**config.mk**
```make
export PLATFORM = sky130hd
export DESIGN_NAME = peridot_i2c_seq
export DESIGN_NICKNAME = d
export VERILOG_FILES = /design/src/rtl/peridot_i2c_seq.sv
export SDC_FILE = /design/constraint.sdc
export NUM_CORES = 1
export LEC_CHECK = 0
export ABC_AREA = 1
export ABC_CLOCK_PERIOD_IN_PS = 5900
export BUFFER_PORTS_ARGS = -buffer_cell sky130_fd_sc_hd__buf_2
export CAP_MARGIN = 40
export CORE_MARGIN = 2
export CORE_UTILIZATION = 39
export CTS_BUF_LIST = sky130_fd_sc_hd__clkbuf_4 sky130_fd_sc_hd__clkbuf_8 sky130_fd_sc_hd__clkbuf_16
export CTS_CLUSTER_DIAMETER = 120
export CTS_CLUSTER_SIZE = 40
export DETAILED_ROUTE_END_ITERATION = 12
export PLACE_DENSITY = 0.6
export RECOVER_POWER = 100
export SYNTH_ARGS = -nofsm -noshare
export SYNTH_HDL_FRONTEND = slang
export SYNTH_SLANG_ARGS = --single-unit
```
**constraint.sdc**
```tcl
create_clock -name csi_clk -period 5.9 [get_ports csi_clk]
set_input_delay 0.295 -clock csi_clk [delete_from_list [all_inputs] [get_ports csi_clk]]
set_output_delay 0.295 -clock csi_clk [all_outputs]
set_load 0.03 [all_outputs]
```
**src/rtl/peridot_i2c_seq.sv**
```systemverilog
// Command sequencer for the PERIDOT I2C master. It buffers byte commands,
// brings the master out of devrst, programs clkdiv, then issues each command
// over the master's 2-register Avalon-MM slave. It returns one {nack,rxdata}
// response per command.
module peridot_i2c_seq #(
  parameter int unsigned CMD_FIFO_AW = 4,
  parameter logic [9:0]  CLKDIV      = 10'd124,
  parameter int unsigned POLL_GAP    = 4
) (
  input  logic                   csi_clk,
  input  logic                   rsi_reset,
  input  logic                   asi_cmd_valid,
  output logic                   asi_cmd_ready,
  input  logic [11:0]            asi_cmd_data,
  output logic                   aso_rsp_valid,
  input  logic                   aso_rsp_ready,
  output logic [8:0]             aso_rsp_data,
  output logic                   avm_address,
  output logic                   avm_read,
  input  logic [31:0]            avm_readdata,
  output logic                   avm_write,
  output logic [31:0]            avm_writedata,
  output logic                   cfg_done,
  output logic                   busy,
  output logic [CMD_FIFO_AW:0]   cmd_level
);

  localparam int unsigned            Depth    = 2 ** CMD_FIFO_AW;
  localparam logic [7:0]             GapLoad  = 8'(POLL_GAP);
  localparam logic [CMD_FIFO_AW:0]   DepthLvl = (CMD_FIFO_AW + 1)'(Depth);
  localparam logic [CMD_FIFO_AW:0]   LvlOne   = (CMD_FIFO_AW + 1)'(1);
  localparam logic [CMD_FIFO_AW-1:0] PtrOne   = CMD_FIFO_AW'(1);
  // reg01: devrst (bit 15) cleared, clkdiv in bits 9:0.
  localparam logic [31:0]            Reg01Cfg = {16'b0, 1'b0, 5'b0, CLKDIV};

  typedef enum logic [2:0] {
    StCfgRst, StCfgPoll, StCfgDiv, StIdle, StIssue, StGap, StPoll, StResp
  } state_e;

  state_e                 state_q, state_d;
  logic [7:0]             cnt_q, cnt_d;
  logic [11:0]            mem_q [Depth];
  logic [CMD_FIFO_AW-1:0] wr_ptr_q, rd_ptr_q;
  logic [CMD_FIFO_AW:0]   level_q, level_d;
  logic                   push, pop;
  logic [11:0]            head;
  logic                   rd_q, rd_d, wr_q, wr_d, addr_q, addr_d;
  logic [31:0]            wdata_q, wdata_d;
  logic                   rsp_valid_q, rsp_valid_d;
  logic [8:0]             rsp_data_q, rsp_data_d;
  logic                   cfg_done_q, cfg_done_d;
  logic                   busy_q, busy_d;
  logic                   cmd_ready_q, cmd_ready_d;

  assign push = asi_cmd_valid & cmd_ready_q;
  assign head = mem_q[rd_ptr_q];

  assign level_d = level_q + (push ? LvlOne : '0) - (pop ? LvlOne : '0);
  // Status outputs are registered so every output reads 0 while in reset.
  assign busy_d      = (state_d != StIdle) || (level_d != '0);
  assign cmd_ready_d = (level_d != DepthLvl);

  // Command storage; no reset needed, emptiness is tracked by the pointers.
  always_ff @(posedge csi_clk) begin
    if (push) mem_q[wr_ptr_q] <= asi_cmd_data;
  end

  // FIFO pointers and occupancy.
  always_ff @(posedge csi_clk or posedge rsi_reset) begin
    if (rsi_reset) begin
      wr_ptr_q <= '0;
      rd_ptr_q <= '0;
      level_q  <= '0;
    end else begin
      if (push) wr_ptr_q <= wr_ptr_q + PtrOne;
      if (pop)  rd_ptr_q <= rd_ptr_q + PtrOne;
      level_q <= level_d;
    end
  end

  // Next state and next registered bus/stream outputs. Strobes are one-shot
  // because the default every cycle is 0.
  always_comb begin
    state_d     = state_q;
    cnt_d       = cnt_q;
    rd_d        = 1'b0;
    wr_d        = 1'b0;
    addr_d      = 1'b0;
    wdata_d     = '0;
    rsp_valid_d = rsp_valid_q;
    rsp_data_d  = rsp_data_q;
    cfg_done_d  = cfg_done_q;
    pop         = 1'b0;
    unique case (state_q)
      StCfgRst: begin
        wr_d    = 1'b1;
        addr_d  = 1'b1;
        wdata_d = Reg01Cfg;
        cnt_d   = GapLoad;
        state_d = StCfgPoll;
      end
      StCfgPoll: begin
        // avm_read high means this cycle's readdata answers our poll.
        if (avm_read && avm_readdata[9]) begin
          state_d = StCfgDiv;
        end else if (cnt_q == 8'd0) begin
          rd_d  = 1'b1;
          cnt_d = GapLoad;
        end else begin
          cnt_d = cnt_q - 8'd1;
        end
      end
      StCfgDiv: begin
        wr_d       = 1'b1;
        addr_d     = 1'b1;
        wdata_d    = Reg01Cfg;
        cfg_done_d = 1'b1;
        state_d    = StIdle;
      end
      StIdle: begin
        if (level_q != '0) state_d = StIssue;
      end
      StIssue: begin
        pop     = 1'b1;
        wr_d    = 1'b1;
        wdata_d = {16'b0, 1'b0, 2'b0, head[11:9], 1'b1, head[8:0]};
        cnt_d   = GapLoad;
        state_d = StGap;
      end
      StGap: begin
        if (cnt_q == 8'd0) begin
          rd_d    = 1'b1;
          state_d = StPoll;
        end else begin
          cnt_d = cnt_q - 8'd1;
        end
      end
      StPoll: begin
        if (avm_readdata[9]) begin
          rsp_data_d  = avm_readdata[8:0];
          rsp_valid_d = 1'b1;
          state_d     = StResp;
        end else begin
          cnt_d   = GapLoad;
          state_d = StGap;
        end
      end
      StResp: begin
        if (aso_rsp_ready) begin
          rsp_valid_d = 1'b0;
          state_d     = StIdle;
        end
      end
      default: state_d = StCfgRst;
    endcase
  end

  // State and output registers.
  always_ff @(posedge csi_clk or posedge rsi_reset) begin
    if (rsi_reset) begin
      state_q     <= StCfgRst;
      cnt_q       <= '0;
      rd_q        <= 1'b0;
      wr_q        <= 1'b0;
      addr_q      <= 1'b0;
      wdata_q     <= '0;
      rsp_valid_q <= 1'b0;
      rsp_data_q  <= '0;
      cfg_done_q  <= 1'b0;
      busy_q      <= 1'b0;
      cmd_ready_q <= 1'b0;
    end else begin
      state_q     <= state_d;
      cnt_q       <= cnt_d;
      rd_q        <= rd_d;
      wr_q        <= wr_d;
      addr_q      <= addr_d;
      wdata_q     <= wdata_d;
      rsp_valid_q <= rsp_valid_d;
      rsp_data_q  <= rsp_data_d;
      cfg_done_q  <= cfg_done_d;
      busy_q      <= busy_d;
      cmd_ready_q <= cmd_ready_d;
    end
  end

  assign asi_cmd_ready = cmd_ready_q;
  assign aso_rsp_valid = rsp_valid_q;
  assign aso_rsp_data  = rsp_data_q;
  assign avm_address   = addr_q;
  assign avm_read      = rd_q;
  assign avm_write     = wr_q;
  assign avm_writedata = wdata_q;
  assign cfg_done      = cfg_done_q;
  assign busy          = busy_q;
  assign cmd_level     = level_q;

endmodule

```
-- Yosys cells after proc, flatten, opt, wreduce, memory -nomap -nowiden
Memories as Yosys holds them, arrays and structs flattened.
Index checks and enable logic that the tools add are counted.
- add/sub/neg operators: 5
- equal/unequal tests: 14
- multiplexer cells: 25
- bitwise logic cells: 1
- reductions and logical operators: 14
- operators by type and width (kind ; number):
    8-bit 2-to-1 mux ; 4
    8-bit one-hot mux with 4 select lines ; 1
    13-bit one-hot mux with 2 select lines ; 1
    3-bit one-hot mux with 8 select lines ; 1
    3-bit equality test, second input constant ; 4
    3-bit 2-to-1 mux ; 4
    1-bit 2-to-1 mux ; 11
    2-bit != test, second input constant ; 5
    5-bit nonzero test ; 2
    4-bit by 1-bit adder with 4-bit output, second input constant ; 2
    8-bit zero test ; 1
    8-bit by 1-bit subtractor with 8-bit output, second input constant ; 1
    3-bit by 2-bit equality test with 1-bit output, second input constant ; 2
    5-bit by 1-bit adder with 5-bit output ; 1
    5-bit != test, second input constant ; 1
    5-bit by 1-bit subtractor with 5-bit output ; 1
    1-bit one-hot mux with 2 select lines ; 2
    4-bit AND reduction ; 1
    4-bit nonzero test ; 1
    2-bit OR reduction ; 2
    3-bit by 1-bit equality test with 1-bit output, second input constant ; 1
    3-bit zero test ; 1
    3-bit by 2-bit != test with 1-bit output, second input constant ; 1
    3-bit AND reduction ; 1
    7 further kinds ; 7
- register bits after elaboration: 72
- memory bits (writable): 192
- bits of input ports: 48
- output and inout bits: 53
- word-level logic and storage cells: 74
- memories: 1
- memory list (name ; words ; width ; rd ports ; clocked after Yosys merged registers in ; wr ports ; RTL line ; RTL):
    mem_q ; 16 ; 12 ; 1 ; 0 ; 1 ; 42 ; logic [11:0] mem_q [Depth];

-- Logic depth before layout (Yosys ltp)
Gate-level depths: netlist (run 1).
- depth in word-level cells: 6
- mapped depth: 15
- depth with buffers taken out: 14

-- Least setup slack after synthesis (run 1)
OpenSTA, ideal clock, no wires.
- kind: reg-to-reg
- start point: reg state_q[0]
- end point: reg busy_q, in the netlist busy
- setup time: 0.119 ns
- data arrival time: 2.025 ns
- required time: 5.781 ns
- setup slack: 3.756 ns
- cell stages (with the launch flop): 14
- buffers on the path: 1
- period minus slack after synthesis: 2.144 ns
- cell sequence: dfrtp_1 > nor2_1 > nand2_1 > inv_1 > buf_2 > nand2_1 > nand2_1 > ha_1 > fa_1 > xor2_1 > nor3_1 > nand2_1 > nor2_1 > nand2_1
- word-level cells in the longest chain between the ends: 6
- elaborated cells on any way between the ends: 19
- those cells by class: 1 x add/sub; 8 x eq/ne; 7 x mux; 3 x reduce/logical
- ends and longest elaborated chain (what ; RTL line ; RTL):
    start: declaration ; 40 ; state_e state_q, state_d;
    start signal: assignment ; 161 ; state_q <= StCfgRst;
    start signal: assignment ; 173 ; state_q <= state_d;
    3-bit equality test ; 94 ; unique case (state_q)
    1-bit 2-to-1 mux ; 94 ;
    1-bit 2-to-1 mux ; 58 ; assign level_d = level_q + (push ? LvlOne : '0) - (pop ? LvlOne : '0);
    5-bit by 1-bit subtractor with 5-bit output ; 58 ;
    named net level_d[2] ; 44 ; logic [CMD_FIFO_AW:0] level_q, level_d;
    5-bit nonzero test ; 60 ; assign busy_d = (state_d != StIdle) || (level_d != '0);
    1-bit logical OR ; 60 ;
    named net busy_d ; 52 ; logic busy_q, busy_d;
    end signal: assignment ; 182 ; busy_q <= busy_d;
    end: declaration ; 52 ;
The timed path passes the listed nets, and every way through them passes these cells.
A chain may end at the register's enable or synchronous reset.

-- Worst setup path after layout (run 1)
- start point: reg rd_ptr_q[1]
- end point: reg wdata_q[7], in the netlist avm_writedata[7]
- word-level cells in the longest chain between the ends: 2
- ends and longest elaborated chain (what ; RTL line ; RTL):
    start: declaration ; 43 ; logic [CMD_FIFO_AW-1:0] wr_ptr_q, rd_ptr_q;
    start signal: assignment ; 76 ; if (pop) rd_ptr_q <= rd_ptr_q + PtrOne;
    memory read 16 x 12 bit ; n/a ;
    13-bit one-hot mux with 2 select lines ; 94 ;
    named net wdata_d[7] ; 48 ; logic [31:0] wdata_q, wdata_d;
    end signal: assignment ; 178 ; wdata_q <= wdata_d;
    end: declaration ; 48 ;
The timed path passes the listed nets, and every way through them passes these cells.

==> summary.md, run 1 <==
| Metric | Value |
|---|---|
| Average size of a mapped cell | `10.90 sq um` |
| Number of global-route vias before repair | `6354` |
| Crit path required time | `6270 ps` |
| Violated checks | `capacitance limit, slew limit` |
| Tmin final | `3484 ps` |
| Initial antenna violation count | `0` |
| CTS Buffer Depth | `3` |
| Worst slew margin | `-108.9%` |
| Worst-path cell chain | `buf_4 -> inv_1 -> clkbuf_1 -> o21ai_0 -> o211ai_1 -> nand3_1 -> a21oi_1` |
| Status | `complete, but fails checks` |
| # IOs | `101` |
| DP HPWL | `14130 um` |
| Setup crit start kind | `register` |
| Reg2reg start | `rd_ptr_q[1]` |
| Post-CTS Hold Buffers | `9` |
| Die X | `166.9 um` |
| Netlist cell types | `30` |
| Post-cts resize count | `0` |
| Crit end category | `register` |
| R2R cell count | `7` |
| Crit share post-route | `59.05%` |
| Mapped Area | `10350 sq um` |
| Hold Path End | `wr_ptr_q[0]` |
| Clock-pin slew of the registers on the worst-case setup and hold paths | `140 ps` |
| DR iter-0 viols | `603` |
| Slowest-stage cell, CP | `clkbuf_1` |
| R2R Setup Slk | `2420 ps` |
| Worst r2r dst | `avm_writedata[7]` |
| Routed WL | `23070 um` |
| Max-cap violation count | `1` |
| Pre-antenna DRT Iters | `5` |
| Total CTS buffers | `10` |
| Grt ovf | `0` |
| RSZ-0062 raised after global routing | `false` |
| Post-synth EDFFs | `192` |
| Post-Route Setup TNS | `0 ps` |
| Post-synth ARST share | `21.63%` |
| Largest net degree at the start of global routing | `64` |
| H-tree depth | `1` |
| Die extent in y | `166.9 um` |
| Critical hold path startpoint | `asi_cmd_valid` |
| CP arrival | `3860 ps` |
| DRC Markers | `0` |
| Power Dens Cells | `463.9 nW/um^2` |
| Synthesized instance count | `950` |
| CTS tree | `yes` |
| Setup Skew | `47.70 ps` |
| Top_reg_cell synth | `edfxtp_1` |
| Clock sink count | `245` |
| Post-CTS setup buffers | `0` |
| Placement Cell Area | `11120 sq um` |
| Nets@finish | `1073` |
| IO Port Bufs | `59` |
| Hold Path Stages | `3` |
| Worst VDD drop | `0.0002081 V` |
| Root buf cell | `clkbuf_16` |
| Post-synthesis sequential area ratio | `68.50%` |
| Tightest Pin Transition | `3134 ps` |
| Final Setup Violations | `0` |
| Share of cells above drive strength 1 | `4.621%` |
| Worst hold path type | `in -> reg` |
| GPL Wtd Cong | `0.7662` |
| Placeable Area | `26060 sq um` |
| Flops & latches, synth | `245` |
| Max FO, Critical Path | `52` |
| Routed WL per cell | `17.06 um` |
| Initial Utilization | `39.73%` |
| CP Launch Point | `rd_ptr_q[1]` |
| Worst Setup Path Type | `reg -> reg` |
| Number of routed nets with antenna violations | `0` |
| Pleak | `4.402 nW` |
| Diode count | `0` |
| Worst-Skew Late Latency | `490 ps` |
| F_max | `287.0 MHz` |
| Final instance area | `11310 sq um` |
| First-pass GRT wire length | `36180 um` |
| Synth warn | `0` |
| Area growth syn-to-layout | `9.209%` |
| Vias per cell | `4.939` |
| Cell row count | `59` |
| Gr usage total | `16.60%` |
| Die area | `27860 sq um` |
| Final slew viol count | `54` |
| Vias | `6677` |
| Endpoints failing hold | `0` |
| Slowest cell delay on critical path | `1040 ps` |
registers in the layout, indices dropped and copies added (netlist names), 3 cells and up:
| register | count |
|---|---|
| cnt_q | 8 |
| avm_writedata | 13 |
| rd_ptr_q | 4 |
| aso_rsp_data | 9 |
| wr_ptr_q | 4 |
| mem_q | 192 |
| state_q | 3 |
| cmd_level | 5 |
per-stage QoR:
stage | setup slack [ps] | instances | power, W | utilization [%] | hold WS (ps)
after floorplan | 3756 | 968 | 0.003850 | - | 393.9
after global placement | 2881 | 1312 | 0.004342 | 41.76 | 450.1
after detailed placement | 2871 | 1327 | 0.004466 | 42.66 | 454.0
after CTS | 2838 | 1352 | 0.005377 | 44.36 | 13.39
after global routing | 2170 | 1352 | 0.005624 | 43.39 | 112.5
final | 2416 | 1352 | 0.005244 | 43.39 | 111.2
worst max path at each step:
stage / end / slack (ps) / depth (start not counted)
after floorplan: busy / 3760 / 13
after global placement: busy / 2880 / 12
after detailed placement: busy / 2870 / 12
after CTS: busy / 2840 / 12
after global routing: avm_writedata[7] / 2170 / 7
final: avm_writedata[7] / 2420 / 7
layer usage:
layer	vias up	track usage [%]	routed length [um]
met5	-	0	0
met4	0	3.373	416
met3	28	1.830	991
met2	164	28.82	11450
met1	3198	22.67	10220
li1	3287	-	-
layout by cell type, fill, tap and decap left out, types with 2 or more instances in the layout:
cell type,n
nand2_1,257
edfxtp_1,192
nor2_1,121
nand3_1,114
clkbuf_1,64
dfrtp_1,51
o21ai_0,50
inv_1,34
conb_1,19
buf_2,13
a21oi_1,12
clkbuf_16,12
xor2_1,11
ha_1,11
dlygate4sd3_1,9
nand4_1,8
nor3_1,7
buf_4,6
inv_2,4
o211ai_1,4
clkbuf_4,3
nand2_2,2
dfrtp_2,2
synth_stat cells, drive strengths merged (4+ instances only):
cell / instances / share of area, %
clkbuf: 13 / 0.47
a21oi: 12 / 0.58
edfxtp: 192 / 56
ha: 11 / 1.3
nand3: 114 / 5.5
o21ai: 50 / 2.4
nor2: 123 / 4.6
dfrtp: 53 / 13
nor3: 7 / 0.39
inv: 38 / 1.4
buf: 48 / 3.1
nand4: 8 / 0.48
nand2: 259 / 9.4
o211ai: 4 / 0.29
xor2: 11 / 0.93
worst max-delay path, delay by kind of cell (launching register included):
family	cells	cell delay (ps)
DFF	1	410
and+or+nand+nor	1	100
buffers and inverters	3	2110
AOI/OAI and AO/OA	3	730
cell type report:
| cell class | instances | area (sq um) |
|---|---|---|
| clock buffer | 15 | 322.8 |
| clock inverter | 1 | 30.03 |
| fill | 2448 | 14750 |
| inverter | 38 | 142.6 |
| multi-input combinational | 624 | 2809 |
| sequential | 245 | 7094 |
| tap | 335 | 419.2 |
| timing repair buffer | 94 | 488.0 |
logic make-up (layout without fill, tap and decap cells):
group           after synthesis  count (layout)  share of synthesized area [%]
compound gates               69              69                          3.505
xor+xnor                     12              12                          1.015
fa+ha+maj                    12              12                          1.523
buf+inv                      99             148                          4.919
flops                       245             245                          68.50
other cells                   1              19                        0.03622
simple gates                512             512                          20.50
power breakdown:
group	internal, W	switching (W)	total (W)
Combinational	0.000588	0.00145	0.00204
Clock	0.000397	0.000515	0.000912
Sequential	0.00215	0.000149	0.00229
Note: power is estimated with default switching activity, not from simulation.
==> inputs of run 2 (changes only) <==
ABC_AREA = 0   (was 1)
ABC_CLOCK_PERIOD_IN_PS = 2800   (was 5900)
PLACE_DENSITY = 0.63   (was 0.6)
clock period = 2.8 ns   (was 5.9 ns; I/O delays follow)
==> run 2 against run 1 <==
The flow now finishes without violations. Critical path depth fell by 3. Die area down 4.7%. Via count down 24%. Clock skew shrank 20 ps. Clock power is 100% higher. Cell count is 29% lower. Sequential power is 110% higher. Area after synthesis shrank 4.8%. Critical path type unchanged. Largest power group unchanged.
==> summary.md, run 2 <==
| Metric | Value |
|---|---|
| Total CTS buffers | `10 (unchanged)` |
| R2R cell count | `4 (was 7)` |
| Pleak | `3.655 nW (was 4.402 nW)` |
| Worst-path cell chain | `and2_0 -> nand2_1 -> nor2_1 -> clkbuf_1 (was buf_4 -> inv_1 -> clkbuf_1 -> o21ai_0 -> o211ai_1 -> nand3_1 -> a21oi_1)` |
| Synth warn | `0 (unchanged)` |
| Tmin final | `2460 ps (was 3484 ps)` |
| DR iter-0 viols | `448 (was 603)` |
| Most common cell after layout, fill and taps aside | `edfxtp_1 (was nand2_1)` |
| Worst hold path type | `in -> reg (unchanged)` |
| Final slew viol count | `0 (was 54)` |
| Synthesized instance count | `534 (was 950)` |
| Yosys top cell area share | `58.48% (was 55.69%)` |
| Synth top cells by count | `192 x edfxtp_1, 53 x dfrtp_1, 48 x mux4_2, 24 x mux2i_1, 22 x buf_4 (was 257 x nand2_1, 192 x edfxtp_1, 119 x nor2_1, 114 x nand3_1, 53 x dfrtp_1)` |
| Crit share post-route | `87.87% (was 59.05%)` |
| Status | `finished, final reports clean (was complete, but fails checks)` |
| First-pass GRT wire length | `30150 um (was 36180 um)` |
| Initial Utilization | `39.49% (was 39.73%)` |
| Final Power | `0.009388 W (was 0.005244 W)` |
| Vias | `5094 (was 6677)` |
| Cell row count | `58 (was 59)` |
| Final core utilization | `43.97% (was 43.39%)` |
| Largest register FFs | `192 (unchanged)` |
| Slowest-stage cell, CP | `clkbuf_1 (unchanged)` |
| Diode count | `0 (unchanged)` |
| Final instance area | `10980 sq um (was 11310 sq um)` |
| Worst path top cell family by delay | `simple AND/OR/NAND/NOR gates (was buffers and inverters)` |
| Routed WL | `20070 um (was 23070 um)` |
| Die area | `26570 sq um (was 27860 sq um)` |
| F_max | `406.5 MHz (was 287.0 MHz)` |
| Worst VDD drop | `0.0003893 V (was 0.0002081 V)` |
| Setup Skew | `27.23 ps (was 47.70 ps)` |
| Final Setup Violations | `0 (unchanged)` |
| Crit path required time | `2900 ps (was 6270 ps)` |
| Most common cell in the netlist | `edfxtp_1 (was nand2_1)` |
| Slowest cell delay on critical path | `770 ps (was 1040 ps)` |
| DRC Markers | `0 (unchanged)` |
| CTS tree | `yes (unchanged)` |
| # IOs | `101 (unchanged)` |
| Worst-Skew Late Latency | `490 ps (about the same)` |
| M1 wire length | `8536 um (was 10220 um)` |
| Worst slew margin | `9.408% (was -108.9%)` |
| DR WL met2 | `9988 um (was 11450 um)` |
| Hold_ws | `138.8 ps (was 111.2 ps)` |
| Mapped Area | `9858 sq um (was 10350 sq um)` |
| Number of global-route vias before repair | `5127 (was 6354)` |
| Power Dens Cells | `855.3 nW/um^2 (was 463.9 nW/um^2)` |
| Root buf cell | `clkbuf_16 (unchanged)` |
| Endpoints failing hold | `0 (unchanged)` |
| Pre-antenna DRT Iters | `5 (unchanged)` |
| CP bufs+invs | `1 (was 3)` |
| Grt ovf | `0 (unchanged)` |
| Cell taking the most area after synthesis | `edfxtp_1 (unchanged)` |
| Met3 WL post-DR | `1328 um (was 991 um)` |
| Initial antenna violation count | `0 (unchanged)` |
| Netlist cell types | `54 (was 30)` |
| Placeable Area | `24960 sq um (was 26060 sq um)` |
| CP arrival | `2560 ps (was 3860 ps)` |
| DP HPWL | `13230 um (was 14130 um)` |
| Post-Route Setup TNS | `0 ps (unchanged)` |
| RSZ-0062 raised after global routing | `false (unchanged)` |
| Top_reg_cell synth | `edfxtp_1 (unchanged)` |
| Most frequent cells in the layout | `192 x edfxtp_1, 78 x clkbuf_1, 50 x dfrtp_1, 48 x mux4_2, 24 x mux2i_1 (was 257 x nand2_1, 192 x edfxtp_1, 121 x nor2_1, 114 x nand3_1, 64 x clkbuf_1)` |
| Average size of a mapped cell | `18.46 sq um (was 10.90 sq um)` |
| IO Port Bufs | `59 (unchanged)` |
| Crit end category | `register (unchanged)` |
| Number of routed nets with antenna violations | `0 (unchanged)` |
| Placement Cell Area | `10730 sq um (was 11120 sq um)` |
| Largest net degree at the start of global routing | `42 (was 64)` |
| Vias per cell | `5.279 (was 4.939)` |
| Levels on crit path | `4 (was 7)` |
| GPL Wtd Cong | `0.7770 (was 0.7662)` |
| Die X | `163.0 um (was 166.9 um)` |
| Post-synthesis sequential area ratio | `71.94% (was 68.50%)` |
| Routed WL per cell | `20.79 um (was 17.06 um)` |
| Post-synth ARST share | `21.63% (unchanged)` |
| Max FO, Critical Path | `11 (was 52)` |
| Area contributors post-synth | `edfxtp_1 58%, dfrtp_1 13%, mux4_2 11%, mux2i_1 2.4%, buf_4 1.7% (was edfxtp_1 56%, dfrtp_1 13%, nand2_1 9.3%, nand3_1 5.5%, nor2_1 4.3%)` |
| Flops & latches, synth | `245 (unchanged)` |
| Largest Register | `mem_q (unchanged)` |
| CTS Buffer Depth | `3 (unchanged)` |
| Max-cap violation count | `0 (was 1)` |
| Clock sink count | `245 (unchanged)` |
| Nets@finish | `691 (was 1073)` |
| Worst Setup Path Type | `reg -> reg (unchanged)` |
| Share of cells above drive strength 1 | `15.75% (was 4.621%)` |
| Post-synth EDFFs | `192 (unchanged)` |
| Tightest Pin Transition | `1338 ps (was 3134 ps)` |
| Post-cts resize count | `0 (unchanged)` |
| Gr usage total | `15.09% (was 16.60%)` |
| Top layer in use | `met4 (unchanged)` |
| Clock-pin slew of the registers on the worst-case setup and hold paths | `140 ps (about the same)` |
| Post-CTS setup buffers | `0 (unchanged)` |
| Area growth syn-to-layout | `11.35% (was 9.209%)` |
| H-tree depth | `1 (unchanged)` |
| Hold Path Stages | `1 (was 3)` |
| Setup crit start kind | `register (unchanged)` |
| Die extent in y | `163.0 um (was 166.9 um)` |
## run 2: timing repair
| action | in CTS | in global routing |
|---|---|---|
| setup endpoints to repair | 0 | 0 |
| hold buffers | 12 | 0 |
| endpoints found under the hold margin | 40 | 0 |
## run 2: where the power goes
| group | switching [W] | internal [W] | total [W] |
|---|---|---|---|
| Combinational | 0.00157 | 0.00115 | 0.00272 |
| Sequential | 0.000374 | 0.00446 | 0.00483 |
| Clock | 0.00108 | 0.000763 | 0.00184 |
## run 2: path summary, 6_finish.rpt
kind | from | endpoint | slack [ps]
min in group asynchronous | rsi_reset | avm_writedata[10] | 520
max in group asynchronous | rsi_reset | cnt_q[4] | 1070
worst min register to register | cfg_done | cfg_done | 480
worst max-delay path | asi_cmd_ready | mem_q[15][11] | 340
worst max register to register | asi_cmd_ready | mem_q[15][11] | 340
worst min-delay path | asi_cmd_data[11] | mem_q[0][11] | 140
## run 2: kinds of logic after synthesis
group,Yosys count,share of synthesized area [%]
AOI/OAI and AO/OA,57,4.100
xor gates and xnor gates,11,0.9773
adders and majority gates,12,1.599
buffers and inverters,56,3.122
DFF,245,71.94
muxes,82,14.55
other,1,0.03804
and+or+nand+nor,70,3.681
## run 2: worst register-to-register path: cells and delay by family (launching register included)
kind / cells / cell delay (ps)
buffers and inverters: 1 / 770
DFF: 1 / 430
and+or+nand+nor: 3 / 880
## run 2: cell type report
type                       count  area, sq um
clock buffer                  12        282.8
sequential                   245         7096
clock inverter                 4        50.05
tap                          330        412.9
fill                        2211        13990
inverter                      13        48.80
multi-input combinational    251         2519
timing repair buffer         110        568.0
## run 2: per-stage QoR
step           setup WS (ps)  cells
2_1_floorplan          441.6    552
3_3_place_gp           515.4    937
3_5_place_dp           483.3    937
4_1_cts                434.1    965
5_1_grt                182.4    965
6_report               339.7    965
## run 2: routing by layer
layer,vias up,track usage (%)
met2,187,25.96
met3,15,1.808
met4,0,2.977
li1,2260,-
met1,2632,20.91
met5,-,0
==> inputs of run 3 (changes only) <==
--- a/config.mk
+++ b/config.mk
@@ -13,3 +13,2 @@
 export CORE_UTILIZATION = 39
-export CTS_BUF_LIST = sky130_fd_sc_hd__clkbuf_4 sky130_fd_sc_hd__clkbuf_8 sky130_fd_sc_hd__clkbuf_16
 export CTS_CLUSTER_DIAMETER = 120
==> constraint.sdc (replaced) <==
create_clock -name csi_clk -period 2.8 [get_ports csi_clk]
set_input_delay 0.56 -clock csi_clk [delete_from_list [all_inputs] [get_ports csi_clk]]
set_output_delay 0.56 -clock csi_clk [all_outputs]
set_load 0.03 [all_outputs]
==> run 3 against run 2 <==
Largest power group unchanged. Combinational power fell by 2%. Worst setup slack got worse by 28 ps. Largest cell class unchanged. Sequential cell count did not move. Non-clock buffer count fell by 17. Cell count fell by 1.8%. Global-route usage fell by 0.31 points. Sequential share of layout area rose by 0.92 points. Clock skew rose by 29 ps. Clock power fell by 2%. Critical path depth did not move. Routed wire length fell by 2.7%. Critical path type unchanged.
==> summary.md, run 3 (synthesized netlist as in run 2, its figures left out) <==
| Metric | Value |
|---|---|
| Status | `finished, final reports clean (unchanged)` |
| Area growth syn-to-layout | `9.760% (was 11.35%)` |
| Most common cell after layout, fill and taps aside | `edfxtp_1 (unchanged)` |
| Placeable Area | `24960 sq um (unchanged)` |
| Setup Skew | `56.12 ps (was 27.23 ps)` |
| Routed WL per cell | `20.60 um (was 20.79 um)` |
| GPL Wtd Cong | `0.7823 (was 0.7770)` |
| Clk pwr share | `19.4% (was 19.6%)` |
| RSZ-0062 raised after global routing | `false (unchanged)` |
| Gr usage total | `14.79% (was 15.09%)` |
| Total CTS buffers | `10 (unchanged)` |
| Power Dens Cells | `856.9 nW/um^2 (was 855.3 nW/um^2)` |
| Max-cap violation count | `0 (unchanged)` |
| Hold Path Stages | `2 (was 1)` |
| Crit share post-route | `88.87% (was 87.87%)` |
| NetSw | `0.002952 W (was 0.003023 W)` |
| Most frequent cells in the layout | `192 x edfxtp_1, 74 x clkbuf_1, 51 x dfrtp_1, 48 x mux4_2, 24 x mux2i_1 (was 192 x edfxtp_1, 78 x clkbuf_1, 50 x dfrtp_1, 48 x mux4_2, 24 x mux2i_1)` |
| Clock-pin slew of the registers on the worst-case setup and hold paths | `130 ps (was 140 ps)` |
| Tmin final | `2488 ps (was 2460 ps)` |
| IO Port Bufs | `59 (unchanged)` |
| First-pass GRT wire length | `29470 um (was 30150 um)` |
| R2R cell count | `4 (unchanged)` |
| DR iter-0 viols | `480 (was 448)` |
| CTS tree | `yes (unchanged)` |
| Final Power | `0.009272 W (was 0.009388 W)` |
| DR WL met2 | `9806 um (was 9988 um)` |
| Final slew viol count | `0 (unchanged)` |
| Tightest Pin Transition | `1270 ps (was 1338 ps)` |
| Pleak | `3.599 nW (was 3.655 nW)` |
| Routed WL | `19530 um (was 20070 um)` |
| Post-Route Setup TNS | `0 ps (unchanged)` |
| Die extent in y | `163.0 um (unchanged)` |
| Largest register FFs | `192 (unchanged)` |
| Sequential power share | `51.8% (was 51.4%)` |
| Final core utilization | `43.34% (was 43.97%)` |
| Initial antenna violation count | `0 (unchanged)` |
| Worst slew margin | `13.96% (was 9.408%)` |
| Die X | `163.0 um (unchanged)` |
| Setup crit start kind | `register (unchanged)` |
| Combinational Power Share | `28.8% (was 28.9%)` |
| Worst VDD drop | `0.0003654 V (was 0.0003893 V)` |
| Diode count | `0 (unchanged)` |
| Post-CTS Hold Buffers | `0 (was 12)` |
| # IOs | `101 (unchanged)` |
| CTS Buffer Depth | `3 (unchanged)` |
| Grt ovf | `0 (unchanged)` |
| F_max | `401.9 MHz (was 406.5 MHz)` |
| Sw frac | `31.84% (was 32.20%)` |
| M1 wire length | `8581 um (was 8536 um)` |
| Register area | `7094 sq um (was 7096 sq um)` |
| Worst Setup Path Type | `reg -> reg (unchanged)` |
| H-tree depth | `1 (unchanged)` |
| Met3 WL post-DR | `945 um (was 1328 um)` |
| Pre-antenna DRT Iters | `5 (unchanged)` |
| Filler Cells Inserted | `2208 (was 2211)` |
| Post-cts resize count | `0 (unchanged)` |
| Nets@finish | `674 (was 691)` |
| DP HPWL | `12660 um (was 13230 um)` |
| Worst-Skew Late Latency | `490 ps (about the same)` |
| Endpoints failing hold | `0 (unchanged)` |
| Post-CTS setup buffers | `0 (unchanged)` |
| Hold_ws | `305.6 ps (was 138.8 ps)` |
| Internal power | `0.006320 W (was 0.006365 W)` |
| Largest Register | `mem_q (unchanged)` |
| Top layer in use | `met4 (unchanged)` |
| Vias per cell | `5.208 (was 5.279)` |
| DRC Markers | `0 (unchanged)` |
| Initial Utilization | `39.49% (unchanged)` |
| Share of cells above drive strength 1 | `15.86% (was 15.75%)` |
| CP arrival | `2800 ps (was 2560 ps)` |
| Number of global-route vias before repair | `4866 (was 5127)` |
| Root buf cell | `clkbuf_16 (unchanged)` |
| Crit end category | `register (unchanged)` |
| Final Setup Violations | `0 (unchanged)` |
| Largest net degree at the start of global routing | `42 (unchanged)` |
| Number of routed nets with antenna violations | `0 (unchanged)` |
| Clock sink count | `245 (unchanged)` |
| Multi-input gate area | `2519 sq um (unchanged)` |
| Max FO, Critical Path | `16 (was 11)` |
| Worst hold path type | `in -> reg (unchanged)` |
| Die area | `26570 sq um (unchanged)` |
| Vias | `4937 (was 5094)` |
| Cell row count | `58 (unchanged)` |
| Crit path required time | `3120 ps (was 2900 ps)` |
==> run 3: cell types whose count changed in the layout (fill, tap and decap cells not counted), moves of 2 or more <==
cell           change
clkinv_8           -2
clkbuf_1           -4
buf_4              +3
clkinv_4           -2
dlygate4sd3_1     -12
==> run 3: worst paths after layout <==
path	from	endpoint	slack [ps]
worst max-delay path	rd_ptr_q[0]	avm_writedata[6]	310
worst min-delay path	avm_readdata[2]	aso_rsp_data[2]	310
worst max register to register	rd_ptr_q[0]	avm_writedata[6]	310
worst min register to register	cfg_done	cfg_done	480
max in group asynchronous	rsi_reset	rd_ptr_q[2]	1580
min in group asynchronous	rsi_reset	cnt_q[6]	390
==> run 3: stage by stage <==
step	area (sq um)	cells	setup slack [ps]
2_1_floorplan	9926	552	441.6
3_3_place_gp	10690	932	496.8
3_5_place_dp	10690	932	484.2
4_1_cts	11010	948	453.5
5_1_grt	10820	948	135.9
6_report	10820	948	311.5
==> run 3: worst max-delay path: stages (launching register included) <==
cell      delay [ps]
dfrtp_1          620
clkbuf_2         620
mux4_2           580
mux2i_1          270
a221oi_1         210
==> run 3: final cells by class <==
cell class,count,area share (%)
clock inverters,1,0.2775
clock buffers,15,2.683
multi-input cells,251,23.28
inverters,13,0.4510
repair buffers,93,3.932
flip-flops and latches,245,65.56
well taps,330,3.816
==> run 3: power groups by stage <==
stage | sequential [W] | combinational [W] | clock [W]
detailed placement | 0.00489 | 0.00281 | 0
floorplan | 0.00490 | 0.00195 | 0
finish | 0.00480 | 0.00267 | 0.00180
global route | 0.00488 | 0.00293 | 0.00198
global placement | 0.00486 | 0.00274 | 0
CTS | 0.00482 | 0.00282 | 0.00187
==> run 3: layer usage <==
metal / vias to the layer above / GRT usage, %
li1: 2216 / -
met1: 2555 / 20.87
met2: 151 / 25.19
met3: 15 / 1.630
met4: 0 / 2.735
met5: - / 0
